**config.mk**
```make
export PLATFORM = sky130hd
export DESIGN_NAME = dual_peak_window
export DESIGN_NICKNAME = d
export VERILOG_FILES = /design/src/rtl/dual_peak_window.sv
export SDC_FILE = /design/constraint.sdc
export NUM_CORES = 1
export LEC_CHECK = 0
export ABC_AREA = 1
export ABC_CLOCK_PERIOD_IN_PS = 2700
export CORE_MARGIN = 1
export CORE_UTILIZATION = 57
export CTS_BUF_LIST = sky130_fd_sc_hd__clkbuf_8 sky130_fd_sc_hd__clkbuf_16
export DETAILED_ROUTE_END_ITERATION = 10
export PLACE_DENSITY = 0.84
export SYNTH_ARGS = -nofsm -noshare
export SYNTH_HDL_FRONTEND = slang
export SYNTH_SLANG_ARGS = --single-unit
```
**constraint.sdc**
```tcl
create_clock -name clk -period 2.7 [get_ports clk]
set_input_delay 0.675 -clock clk [delete_from_list [all_inputs] [get_ports clk]]
set_output_delay 0.675 -clock clk [all_outputs]
set_load 0.02 [all_outputs]
```
**src/rtl/dual_peak_window.sv**
```systemverilog
// Per-channel peak tracker over WIN_LEN interleaved 730/850 sample pairs, published to the MCU with valid/ack.
// Latency: maxima and out_vld update on the edge that accepts the window's last 850 sample.
// Backpressure: none toward the collector; a publish over an unacked pair overwrites it and sets sticky overrun.
module dual_peak_window #(
    parameter int WIN_LEN = 16,
    parameter int AW      = 4
) (
    input  logic          clk,
    input  logic          rst_n,
    input  logic [AW-1:0] ampl,
    input  logic          ampl_vld,
    input  logic          chan_sync,
    output logic [AW-1:0] max730,
    output logic [AW-1:0] max850,
    output logic          out_vld,
    input  logic          out_ack,
    output logic          overrun,
    output logic          win_busy
);

    localparam int CW = (WIN_LEN > 1) ? $clog2(WIN_LEN) : 1;
    localparam logic [CW-1:0] LAST = CW'(WIN_LEN - 1);

    typedef enum logic {
        PH730 = 1'b0,
        PH850 = 1'b1
    } phase_t;

    phase_t        phase, phase_nxt;
    logic [CW-1:0] pair_cnt, pair_cnt_nxt;
    logic [AW-1:0] run730, run730_nxt;
    logic [AW-1:0] run850, run850_nxt;
    logic [AW-1:0] max730_nxt, max850_nxt;
    logic          out_vld_nxt, overrun_nxt, win_busy_nxt;
    logic          accept, first, publish;
    logic [AW-1:0] s730, s850;

    always_ff @(posedge clk or negedge rst_n) begin
        if (!rst_n) begin
            phase    <= PH730;
            pair_cnt <= '0;
            run730   <= '0;
            run850   <= '0;
            max730   <= '0;
            max850   <= '0;
            out_vld  <= 1'b0;
            overrun  <= 1'b0;
            win_busy <= 1'b0;
        end else begin
            phase    <= phase_nxt;
            pair_cnt <= pair_cnt_nxt;
            run730   <= run730_nxt;
            run850   <= run850_nxt;
            max730   <= max730_nxt;
            max850   <= max850_nxt;
            out_vld  <= out_vld_nxt;
            overrun  <= overrun_nxt;
            win_busy <= win_busy_nxt;
        end
    end

    always_comb begin
        phase_nxt    = phase;
        pair_cnt_nxt = pair_cnt;
        run730_nxt   = run730;
        run850_nxt   = run850;
        max730_nxt   = max730;
        max850_nxt   = max850;
        win_busy_nxt = win_busy;

        accept  = ampl_vld & ~chan_sync;
        first   = (pair_cnt == '0);
        // The first pair of a window reloads rather than compares, so stale maxima never leak across windows.
        s730    = (first || (ampl > run730)) ? ampl : run730;
        s850    = (first || (ampl > run850)) ? ampl : run850;
        publish = accept && (phase == PH850) && (pair_cnt == LAST);

        if (chan_sync) begin
            phase_nxt    = PH730;
            pair_cnt_nxt = '0;
            win_busy_nxt = 1'b0;
        end else if (ampl_vld) begin
            if (phase == PH730) begin
                run730_nxt   = s730;
                phase_nxt    = PH850;
                win_busy_nxt = 1'b1;
            end else begin
                run850_nxt = s850;
                phase_nxt  = PH730;
                if (pair_cnt == LAST) begin
                    max730_nxt   = run730;
                    max850_nxt   = s850;
                    pair_cnt_nxt = '0;
                    win_busy_nxt = 1'b0;
                end else begin
                    pair_cnt_nxt = pair_cnt + CW'(1);
                end
            end
        end

        // A publish outranks a same-cycle ack: the new pair stays pending.
        out_vld_nxt = publish | (out_vld & ~out_ack);
        overrun_nxt = (publish & out_vld & ~out_ack) | (overrun & ~out_ack);
    end

endmodule

```
Yosys cells after proc, flatten, opt, wreduce, memory -nomap -nowiden. Cells that the tools add are included.

Register bits: 24. Output and inout bits: 11. Logic and storage cells: 48.

Reductions and logical operators: 12. Equality and inequality tests: 2. Multiplexer cells: 12. $lt $le $gt $ge: 2. Add/sub/neg operators: 1. Bitwise gates (word level): 10.

Operators with widths (count): 4-bit 2-to-1 mux (5); 4-bit > comparator (2); 4-bit AND reduction (2); 1-bit 2-to-1 mux (7); 1-bit AND (5); 4-bit by 1-bit adder with 4-bit output (second input constant) (1); 4-bit equality test (second input constant) (1); 4-bit logical NOT (1); 2-bit AND reduction (2); 2-bit nonzero test (2); 3-bit by 2-bit != test with 1-bit output (second input constant) (1); 1-bit inverter (3); 3-bit AND reduction (1); 1-bit logical AND (2); 1-bit logical OR (2); 1-bit OR (2).

Depth between registers and ports, before layout. Gate-level depths: netlist of run 1.

Depth after elaboration: 7. Mapped depth: 12. Depth with buffers taken out: 12.

Worst setup path before layout of run 1. OpenSTA, ideal clock, no wires.

Path kind: input port to flip-flop. From: input port ampl[3]. To: register run730[0]. Slack: 1.042 ns. Cell stages on the path: 9. Arrival: 1.542 ns. Library setup time: 0.116 ns. Cell sequence: ha_1 > nand2_1 > o21bai_1 > nand2_1 > nand2_1 > nand2_1 > nand2_1 > nand2_1 > nand2_1.

Cells in the longest elaborated chain, start to end: 3.

Ends and longest elaborated chain: from (decl) (line 10) `input logic [AW-1:0] ampl,`; 4-bit > comparator (line 74) `s730 = (first || (ampl > run730)) ? ampl : run730;`; 1-bit logical OR (line 74); 4-bit AND reduction (no source line); to (signal assigned) (line 52) `run730 <= run730_nxt;`; to (decl) (line 31) `logic [AW-1:0] run730, run730_nxt;`.

Every way passes these cells. A chain may end at the register's enable or synchronous reset.

Worst setup path in the final report of run 1.
From: input port ampl[3]. To: register max850[2].

Cells in the longest elaborated chain, start to end: 3.

Ends and longest elaborated chain: 4-bit > comparator (line 75) `s850 = (first || (ampl > run850)) ? ampl : run850;`; 1-bit logical OR (line 75); 4-bit 2-to-1 mux (line 75); to (signal assigned) (line 55) `max850 <= max850_nxt;`; to (decl) (line 14) `output logic [AW-1:0] max850,`.

Every way passes these cells.

==> results of run 1 <==
==> worst min-delay path, delay by kind of cell, from the launching register on <==
family / cells / cell delay, ns
and+or+nand+nor: 2 / 0.11
DFF: 1 / 0.35
==> layout make-up <==
type	count	share of cell area
multi-input cells	112	0.3785
flip-flops and latches	24	0.3762
repair buffers	20	0.1238
inverters	27	0.06505
clock buffers	4	0.03448
well taps	28	0.02194
==> cell families after synthesis <==
| group | after synthesis | synth area share |
|---|---|---|
| xor+xnor | 1 | 0.006636 |
| compound gates | 14 | 0.06351 |
| simple gates | 87 | 0.2929 |
| flops | 24 | 0.4550 |
| fa+ha+maj | 10 | 0.09479 |
| buf+inv | 28 | 0.08720 |
==> synthesized netlist by cell type <==
master    number
nand2_1       57
inv_1         26
dfrtp_1       24
nand3_1       18
ha_1          10
nor2_1         6
a21oi_1        5
o21ai_0        5
o21ai_2        3
buf_6          1
inv_4          1
nand2_2        1
nand2_4        1
nand3_2        1
nand4_1        1
nor2_2         1
nor2_8         1
o21bai_1       1
xor2_1         1
==> registers in the layout, summed over array words and instances, names as in the netlist <==
| name | flops |
|---|---|
| overrun | 1 |
| run850 | 4 |
| max850 | 4 |
| pair_cnt | 4 |
| run730 | 4 |
| win_busy | 1 |
| out_vld | 1 |
| max730 | 4 |
| phase | 1 |
==> report_power, final <==
| group | switching, mW | total (mW) | internal (mW) |
|---|---|---|---|
| sequential | 0.0267 | 0.426 | 0.400 |
| combinational | 0.144 | 0.234 | 0.0907 |
| clock | 0.115 | 0.245 | 0.130 |
| total | 0.285 | 0.905 | 0.620 |
==> per-stage QoR <==
stage | total power [mW] | utilization | area (sq um)
floorplan | 0.5833 | - | 1320
global placement | 0.6503 | 0.7036 | 1541
detailed placement | 0.6650 | 0.7036 | 1541
global route | 0.9582 | 0.7287 | 1597
finish | 0.9054 | 0.7287 | 1597
CTS | 0.9038 | 0.7287 | 1597
==> path summary, 6_finish.rpt <==
check	slack, ns	cells after the start	endpoint
max	0.57	11	max850[2]$_DFFE_PN0P_
min	0.48	2	max730[0]$_DFFE_PN0P_
max reg2reg	1.12	11	max850[2]$_DFFE_PN0P_
min reg2reg	0.48	2	max730[0]$_DFFE_PN0P_
max in group asynchronous	1.70	2	win_busy$_DFFE_PN0P_
min in group asynchronous	0.77	2	run730[2]$_DFFE_PN0P_
==> metal layers <==
metal  vias to the layer above  wire length [um]  GRT usage
li1                        559                 -          -
met1                       525              1200     0.3082
met2                        30              1452     0.4711
met3                         2               120    0.03086
met4                         0                15    0.05714
met5                         -                 0          0
==> summary.md, run 1 <==
| Metric | Value |
|---|---|
| Slew HR | `0.7917` |
| Startpoint types | `primary input` |
| Worst Setup SP | `ampl[3]` |
| Vias per cell | `~5.2` |
| Slew of the pin with the lowest slew margin | `between 0.3 and 0.4 ns` |
| Worst Skew | `around 0.004 ns` |
| CP bufs+invs | `2` |
| Core area | `about 2200 sq um` |
| Total global-route track usage | `0.2544` |
| Main area contributors after synthesis | `dfrtp_1 45%, nand2_1 16%, ha_1 9.5%` |
| Nets | `between 200 and 250` |
| Rows | `17` |
| Mapped Cells | `roughly 160` |
| Share of cells above drive strength 1 | `0.07487` |
| Most used cell, CP | `nand2_1` |
| Grt total ovfl | `0` |
| Clk_lat worst skew | `~0.26 ns` |
| Unrepaired setup endpoints after global routing | `false` |
| Die width | `50.12 um` |
| Vias in the first global route | `between 1,000 and 1,500` |
| Antenna violations before repair | `0` |
| DP Wirelength | `between 2000 and 2500 um` |
| Place WS | `~0.35 ns` |
| Multi-input logic area | `about 600 sq um` |
| Synth warn | `0` |
| Finish-stage setup viols | `0` |
| CP delay by family, top | `simple AND/OR/NAND/NOR gates` |
| Crit-path max cell delay | `0.50 ns` |
| Synth area leader | `dfrtp_1` |
| Routed length per placed instance | `about 13 um` |
| Netlist cell types | `19` |
| Worst Hold Class | `flip-flop to flip-flop` |
| Largest net degree at the start of global routing | `25` |
| Total negative setup slack | `0 ns` |
| H-tree levels | `1` |
| I/O pin count | `20` |
| Antenna Nets Post-Route | `0` |
| Final-layout fill cell count | `176` |
| Fin cells | `between 200 and 250` |
| Global-route wire length before repair | `4864 um` |
| Req. time, crit path | `approximately 2.9 ns` |
| Clk sink count | `24` |
| Maxcap violations | `0` |
| Syn-to-layout area delta | `20.95%` |
| Starting density of the core | `0.6025` |
| Yosys top cell area share | `0.4550` |
| Leak Pwr | `0.8751 nW` |
| Clock root buffer master | `clkbuf_8` |
| CTS tree | `yes` |
| Vert. Die Dim | `around 50 um` |
| Min Tclk post-route | `approximately 2.1 ns` |
| Fin. Hold Viols | `0` |
| Mapped Area | `between 1000 and 1500 sq um` |
| Hold Startpoint | `max730[0]$_DFFE_PN0P_` |
| PwrDens | `between 500 and 600 nW/um^2` |
| DR iter-0 viols | `37` |
| DRC Markers | `0` |
| Num CTS Buffers | `3` |
| Placed cell count | `roughly 210` |
| Crit Path Class | `primary input to flip-flop` |
| GPL Wtd Cong | `approximately 0.86` |
| Most frequent cells in the layout | `57 x nand2_1, 26 x inv_1, 24 x dfrtp_1` |
| Worst EP arrival | `between 2 and 2.5 ns` |
| Setup WS post-layout | `between 0.5 and 0.6 ns` |
| Via Count | `1,116` |
| Hold buffers post-CTS | `0` |
| Number of synthesized register bits | `24` |
| Fmax | `~470 MHz` |
| Drt pass-1 iters | `4` |
| Fin crit share | `0.7874` |
| Slew Limit Fails | `0` |
| Average cell area after synthesis | `8.049 sq um` |
| Number of buffers added for setup after CTS | `0` |
| Total die area | `2512 sq um` |
| Worst Hold Slack | `roughly 0.48 ns` |
| Commonest non-fill, non-tap cell in the layout | `nand2_1` |
| FF/Latch Area | `600.6 sq um` |
| PortBufs | `19` |
| Ant diodes | `0` |
| Critical-path top delay cell | `clkdlybuf4s50_1` |
| WL final | `~2800 um` |
| Worst VDD drop | `315.0 uV` |
| Post-cts sizing count | `0` |
| Crit. End Element | `flip-flop` |
| Register area share after synthesis | `0.4550` |
| Syn_nets | `183` |
| Critical-path maximum fanout | `5` |
| Clk buf depth | `2` |
| Cells along the critical path | `clkdlybuf4s50_1, ha_1, nand2_1, inv_1, nand2_1, nand2_1, nand2_1, nand2_1, nand2_1, nand3_1, nand2_1` |
| Run status | `finished clean` |
| FF-to-FF Start | `run850[3]$_DFFE_PN0P_` |
| Clock transition at path regs | `about 0.090 ns` |
Note: power is estimated with default switching activity, not from simulation.
==> run 2, diff against run 1 <==
Settings changed: ABC_CLOCK_PERIOD_IN_PS 2700 to 2200, CORE_UTILIZATION 57 to 53, PLACE_DENSITY 0.84 to 0.79.
Clock period 2.7 ns to 2.2 ns, I/O delays scaled along.
==> summary.md, run 2 (synthesized netlist as in run 1, its figures left out) <==
| Metric | Value |
|---|---|
| Combinational cell fraction of total power | `0.236 (-0.023)` |
| Cells along the critical path | `clkdlybuf4s50_1, ha_1, nand2_1, o21bai_1, nand2_1, nand2_1, nand2_1, nand2_1, nand2_1, nand2_1` |
| Routed length per placed instance | `11.77 um (-9.2%)` |
| CP delay by family, top | `simple AND/OR/NAND/NOR gates` |
| Vias per cell | `5.042 (-2.9%)` |
| CTS tree | `yes` |
| Hold buffers post-CTS | `0 (unchanged)` |
| Clk_lat worst skew | `0.27 ns (about the same)` |
| Clock transition at path regs | `0.08 ns (about the same)` |
| Hold Startpoint | `run730[1]$_DFFE_PN0P_` |
| Place WS | `-0.04025 ns (-0.3889 ns)` |
| Total die area | `2694 sq um (+7.2%)` |
| PwrDens | `741.1 nW/um^2 (+31%)` |
| Ant diodes | `0 (unchanged)` |
| Setup WS post-layout | `0.2317 ns (-0.3423 ns)` |
| Most used cell, CP | `nand2_1` |
| Worst Skew | `0.001580 ns (-0.002447 ns)` |
| Vert. Die Dim | `51.91 um (+3.6%)` |
| Number of buffers added for setup after CTS | `0 (unchanged)` |
| Fmax | `around 510 MHz` |
| Nets | `207 (unchanged)` |
| Worst VDD drop | `568.4 uV (+80%)` |
| Antenna Nets Post-Route | `0 (unchanged)` |
| Multi-input logic area | `604.3 sq um (unchanged)` |
| Die width | `51.91 um (+3.6%)` |
| Slew Limit Fails | `0 (unchanged)` |
| Global-route wire length before repair | `4402 um (-9.5%)` |
| Total global-route track usage | `0.2305 (-0.02393)` |
| Run status | `finished clean` |
| Total negative setup slack | `0 ns (unchanged)` |
| Clock power share | `0.326 (+0.056)` |
| Min Tclk post-route | `between 1.5 and 2 ns` |
| H-tree levels | `1 (unchanged)` |
| Fin cells | `215 (unchanged)` |
| Commonest non-fill, non-tap cell in the layout | `nand2_1` |
| Largest net degree at the start of global routing | `25 (unchanged)` |
| Post-cts sizing count | `0 (unchanged)` |
| Placed cell count | `211 (unchanged)` |
| Finish-stage setup viols | `0 (unchanged)` |
| Clk sink count | `24 (unchanged)` |
| FF-to-FF Start | `run730[3]$_DFFE_PN0P_` |
| Worst Setup SP | `ampl[3]` |
| FF/Latch Area | `600.6 sq um (unchanged)` |
| Slew HR | `0.7951 (+0.003412)` |
| Critical-path maximum fanout | `5 (unchanged)` |
| Startpoint types | `primary input` |
| Worst Hold Class | `flip-flop to flip-flop` |
| Cell internal pwr | `845.2 uW (+36%)` |
| Clk buf depth | `2 (unchanged)` |
| Critical-path top delay cell | `clkdlybuf4s50_1` |
| Drt pass-1 iters | `4 (unchanged)` |
| CP bufs+invs | `1 (-1)` |
| DRC Markers | `0 (unchanged)` |
| Leak Pwr | `0.8821 nW (+0.79%)` |
| Rows | `17 (unchanged)` |
| Worst EP arrival | `2.13 ns (-0.15 ns)` |
| Final-layout fill cell count | `165 (-6.3%)` |
| WL final | `2531 um (-9.2%)` |
| Utilization after layout | `0.7086 (-0.02009)` |
| Crit-path max cell delay | `0.51 ns (about the same)` |
| DR iter-0 viols | `22 (-41%)` |
| Post-DP Area | `1541 sq um (unchanged)` |
| Grt total ovfl | `0 (unchanged)` |
| Seq pwr share | `0.437 (-0.034)` |
| Fin. Hold Viols | `0 (unchanged)` |
| Crit Path Class | `primary input to flip-flop` |
| Slew of the pin with the lowest slew margin | `0.3061 ns (-0.005098 ns)` |
| Fin crit share | `0.8947` |
| Syn-to-layout area delta | `22.18%` |
| Unrepaired setup endpoints after global routing | `false` |
| DP Wirelength | `2006 um (-7.7%)` |
| Total power | `1.195 mW (+32%)` |
| Most frequent cells in the layout | `57 x nand2_1, 26 x inv_1, 24 x dfrtp_1` |
| Starting density of the core | `0.5800 (-0.02252)` |
| Clock root buffer master | `clkbuf_8` |
| Share of cells above drive strength 1 | `0.07487 (unchanged)` |
| Vias in the first global route | `1,018 (-11%)` |
| Design area | `1613 sq um (+1.0%)` |
| Core area | `2276 sq um (+3.9%)` |
| Sw Share | `0.2929 (-0.02188)` |
| Maxcap violations | `0 (unchanged)` |
| I/O pin count | `20 (unchanged)` |
| GPL Wtd Cong | `0.8956 (+4.5%)` |
| Worst Hold Slack | `0.4828 ns (+0.001557 ns)` |
| PortBufs | `19 (unchanged)` |
| Antenna violations before repair | `0 (unchanged)` |
| Via Count | `1,084 (-2.9%)` |
| Req. time, crit path | `2.37 ns (-0.49 ns)` |
| Switching Power | `350.1 uW (+23%)` |
| Num CTS Buffers | `3 (unchanged)` |
| Crit. End Element | `flip-flop` |
[run 2: cell count changes in the layout (fill, tap and decap cells not counted)]
| cell | previous run | this run |
|---|---|---|
| clkbuf_8 | 4 | 3 |
| bufinv_16 | 0 | 1 |
[run 2: worst min-delay path: stages (launching register included)]
cell and delay, ns:
dfrtp_1 0.35, nand2_1 0.05, nand2_1 0.05
[run 2: final timing paths]
path	cells past startpoint	endpoint	slack [ns]
max	10	run730[0]$_DFFE_PN0P_	0.23
min	2	run730[1]$_DFFE_PN0P_	0.48
max reg2reg	10	run730[0]$_DFFE_PN0P_	0.63
min reg2reg	2	run730[1]$_DFFE_PN0P_	0.48
max in group asynchronous	2	pair_cnt[2]$_DFFE_PN0P_	1.35
min in group asynchronous	2	max730[2]$_DFFE_PN0P_	0.62
[run 2: layout make-up]
class / count / share of cell area
Sequential cell: 24 / 0.3724
Multi-Input combinational cell: 112 / 0.3747
Inverter: 27 / 0.06439
Tap cell: 28 / 0.02172
Timing Repair Buffer: 20 / 0.1226
Clock buffer: 3 / 0.02560
Clock inverter: 1 / 0.01862
[run 2: power by group through the flow]
| stage | registers (mW) | logic (mW) | clock network [mW] |
|---|---|---|---|
| 5_1_grt | 0.529 | 0.332 | 0.413 |
| 6_report | 0.523 | 0.283 | 0.390 |
| 3_5_place_dp | 0.530 | 0.284 | 0 |
| 4_1_cts | 0.523 | 0.284 | 0.394 |
| 3_3_place_gp | 0.529 | 0.267 | 0 |
| 2_1_floorplan | 0.531 | 0.184 | 0 |
[run 2: layer usage]
layer	wire length (um)	GRT usage
met1	1228	0.3112
met2	1137	0.3504
met3	116	0.03801
met4	48	0.1261
met5	0	0
==> run 3, diff against run 2 <==
Settings changed: ABC_CLOCK_PERIOD_IN_PS 2200 to 2500, CORE_UTILIZATION 53 to 57, PLACE_DENSITY 0.79 to 0.84.
Clock period 2.2 ns to 2.5 ns, I/O delays scaled along.
==> summary.md, run 3 (synthesized netlist as in run 1, its figures left out) <==
| Metric | Value |
|---|---|
| Crit Path Class | `primary input to flip-flop` |
| Req. time, crit path | `2.65 ns (+0.28 ns)` |
| Die width | `50.12 um (-3.4%)` |
| WL final | `2776 um (+9.7%)` |
| Total power | `974.9 uW (-18%)` |
| FF-to-FF Start | `run850[3]$_DFFE_PN0P_` |
| PortBufs | `19 (unchanged)` |
| Min Tclk post-route | `slightly above 2 ns` |
| Worst Setup SP | `ampl[0]` |
| Fmax | `~490 MHz` |
| DP Wirelength | `2170 um (+8.2%)` |
| Hold buffers post-CTS | `0 (unchanged)` |
| Global-route wire length before repair | `4809 um (+9.2%)` |
| Vias in the first global route | `1,146 (+13%)` |
| Most frequent cells in the layout | `57 x nand2_1, 26 x inv_1, 24 x dfrtp_1` |
| Fin. Hold Viols | `0 (unchanged)` |
| Worst Hold Class | `flip-flop to flip-flop` |
| Design area | `1597 sq um (-1.0%)` |
| Clk_lat worst skew | `0.26 ns (about the same)` |
| Starting density of the core | `0.6025 (+0.02252)` |
| Clock root buffer master | `clkbuf_8` |
| Worst VDD drop | `373.6 uV (-34%)` |
| Vias per cell | `5.400 (+7.1%)` |
| Slew HR | `0.7934 (-0.001756)` |
| Total die area | `2512 sq um (-6.8%)` |
| Finish-stage setup viols | `0 (unchanged)` |
| Worst Skew | `0.002675 ns (+0.001095 ns)` |
| Clk sink count | `24 (unchanged)` |
| Slew Limit Fails | `0 (unchanged)` |
| Nets | `207 (unchanged)` |
| Antenna Nets Post-Route | `0 (unchanged)` |
| Maxcap violations | `0 (unchanged)` |
| Grt total ovfl | `0 (unchanged)` |
| Slew of the pin with the lowest slew margin | `0.3099 ns (+0.003765 ns)` |
| Routed length per placed instance | `12.91 um (+9.7%)` |
| Hold Startpoint | `run730[1]$_DFFE_PN0P_` |
| Num CTS Buffers | `3 (unchanged)` |
| Rows | `17 (unchanged)` |
| Run status | `finished clean` |
| H-tree levels | `1 (unchanged)` |
| Vert. Die Dim | `50.12 um (-3.4%)` |
| GPL Wtd Cong | `0.8567 (-4.3%)` |
| Fin crit share | `0.8242` |
| Clk buf depth | `2 (unchanged)` |
| I/O pin count | `20 (unchanged)` |
| Ant diodes | `0 (unchanged)` |
| Total global-route track usage | `0.2495 (+0.01903)` |
| DR iter-0 viols | `37 (+68%)` |
| DRC Markers | `0 (unchanged)` |
| Worst EP arrival | `2.21 ns (+0.08 ns)` |
| Drt pass-1 iters | `4 (unchanged)` |
| Largest net degree at the start of global routing | `25 (unchanged)` |
| Crit. End Element | `flip-flop` |
| Startpoint types | `primary input` |
| Core area | `2191 sq um (-3.7%)` |
| Commonest non-fill, non-tap cell in the layout | `nand2_1` |
| Total negative setup slack | `0 ns (unchanged)` |
| Unrepaired setup endpoints after global routing | `false` |
| Syn-to-layout area delta | `20.95%` |
| Critical-path maximum fanout | `5 (unchanged)` |
| Post-cts sizing count | `0 (unchanged)` |
| Number of buffers added for setup after CTS | `0 (unchanged)` |
| Via Count | `1,161 (+7.1%)` |
| Share of cells above drive strength 1 | `0.07487 (unchanged)` |
| Post-DP Area | `1541 sq um (unchanged)` |
| Antenna violations before repair | `0 (unchanged)` |
| CTS tree | `yes` |
| Final-layout fill cell count | `162 (-1.8%)` |
| PwrDens | `610.6 nW/um^2 (-18%)` |
| Clock transition at path regs | `0.09 ns (about the same)` |
| Leak Pwr | `0.8751 nW (-0.79%)` |
## run 3: cell count changes in the layout (fill, tap and decap cells not counted), sizes merged
cell and change:
clkbuf +1, bufinv -1
## run 3: area by class of cell
| type | count | area (sq um) | area share |
|---|---|---|---|
| multi-input cells | 112 | 604.3 | 0.3785 |
| inverters | 27 | 103.9 | 0.06505 |
| well taps | 28 | 35.03 | 0.02194 |
| repair buffers | 20 | 197.7 | 0.1238 |
| flip-flops and latches | 24 | 600.6 | 0.3762 |
| clock buffers | 4 | 55.05 | 0.03448 |
## run 3: worst paths after layout
path	slack, ns	cells past startpoint	endpoint
max	0.44	13	max850[2]$_DFFE_PN0P_
min	0.48	2	run730[1]$_DFFE_PN0P_
max reg2reg	0.94	9	max850[2]$_DFFE_PN0P_
min reg2reg	0.48	2	run730[1]$_DFFE_PN0P_
max in group asynchronous	1.54	2	run850[1]$_DFFE_PN0P_
min in group asynchronous	0.72	2	run730[2]$_DFFE_PN0P_
## run 3: stage by stage
stage,setup WS (ns),std cells,hold WS (ns),util
final,0.4396,215,0.4834,0.7287
after floorplan,0.8916,164,0.3294,-
after detailed placement,0.1908,211,0.4623,0.7036
after CTS,0.4586,215,0.4838,0.7287
after global placement,0.2639,211,0.4557,0.7036
after global routing,0.2883,215,0.4980,0.7287
## run 3: worst max-delay path, stage by stage
cell and delay, ns:
clkdlybuf4s50_1 0.51, inv_1 0.11, ha_1 0.21, inv_1 0.05
nand2_1 0.04, nand2_1 0.05, nand2_1 0.05, nand2_1 0.05
nand2_1 0.11, nand2_1 0.15, nand2_1 0.11, nand3_1 0.09
nand2_1 0.06
## run 3: power by group
| part | internal, mW | switching, mW |
|---|---|---|
| Sequential | 0.432 | 0.0285 |
| Clock | 0.140 | 0.122 |
| Combinational | 0.0983 | 0.155 |
## run 3: metal layers
layer / wire (um) / up-vias / track usage
met2: 1488 / 45 / 0.4533
met1: 1090 / 553 / 0.3054
met4: 6 / 0 / 0.06190
met5: 0 / - / 0
met3: 191 / 2 / 0.03395
li1: - / 561 / -
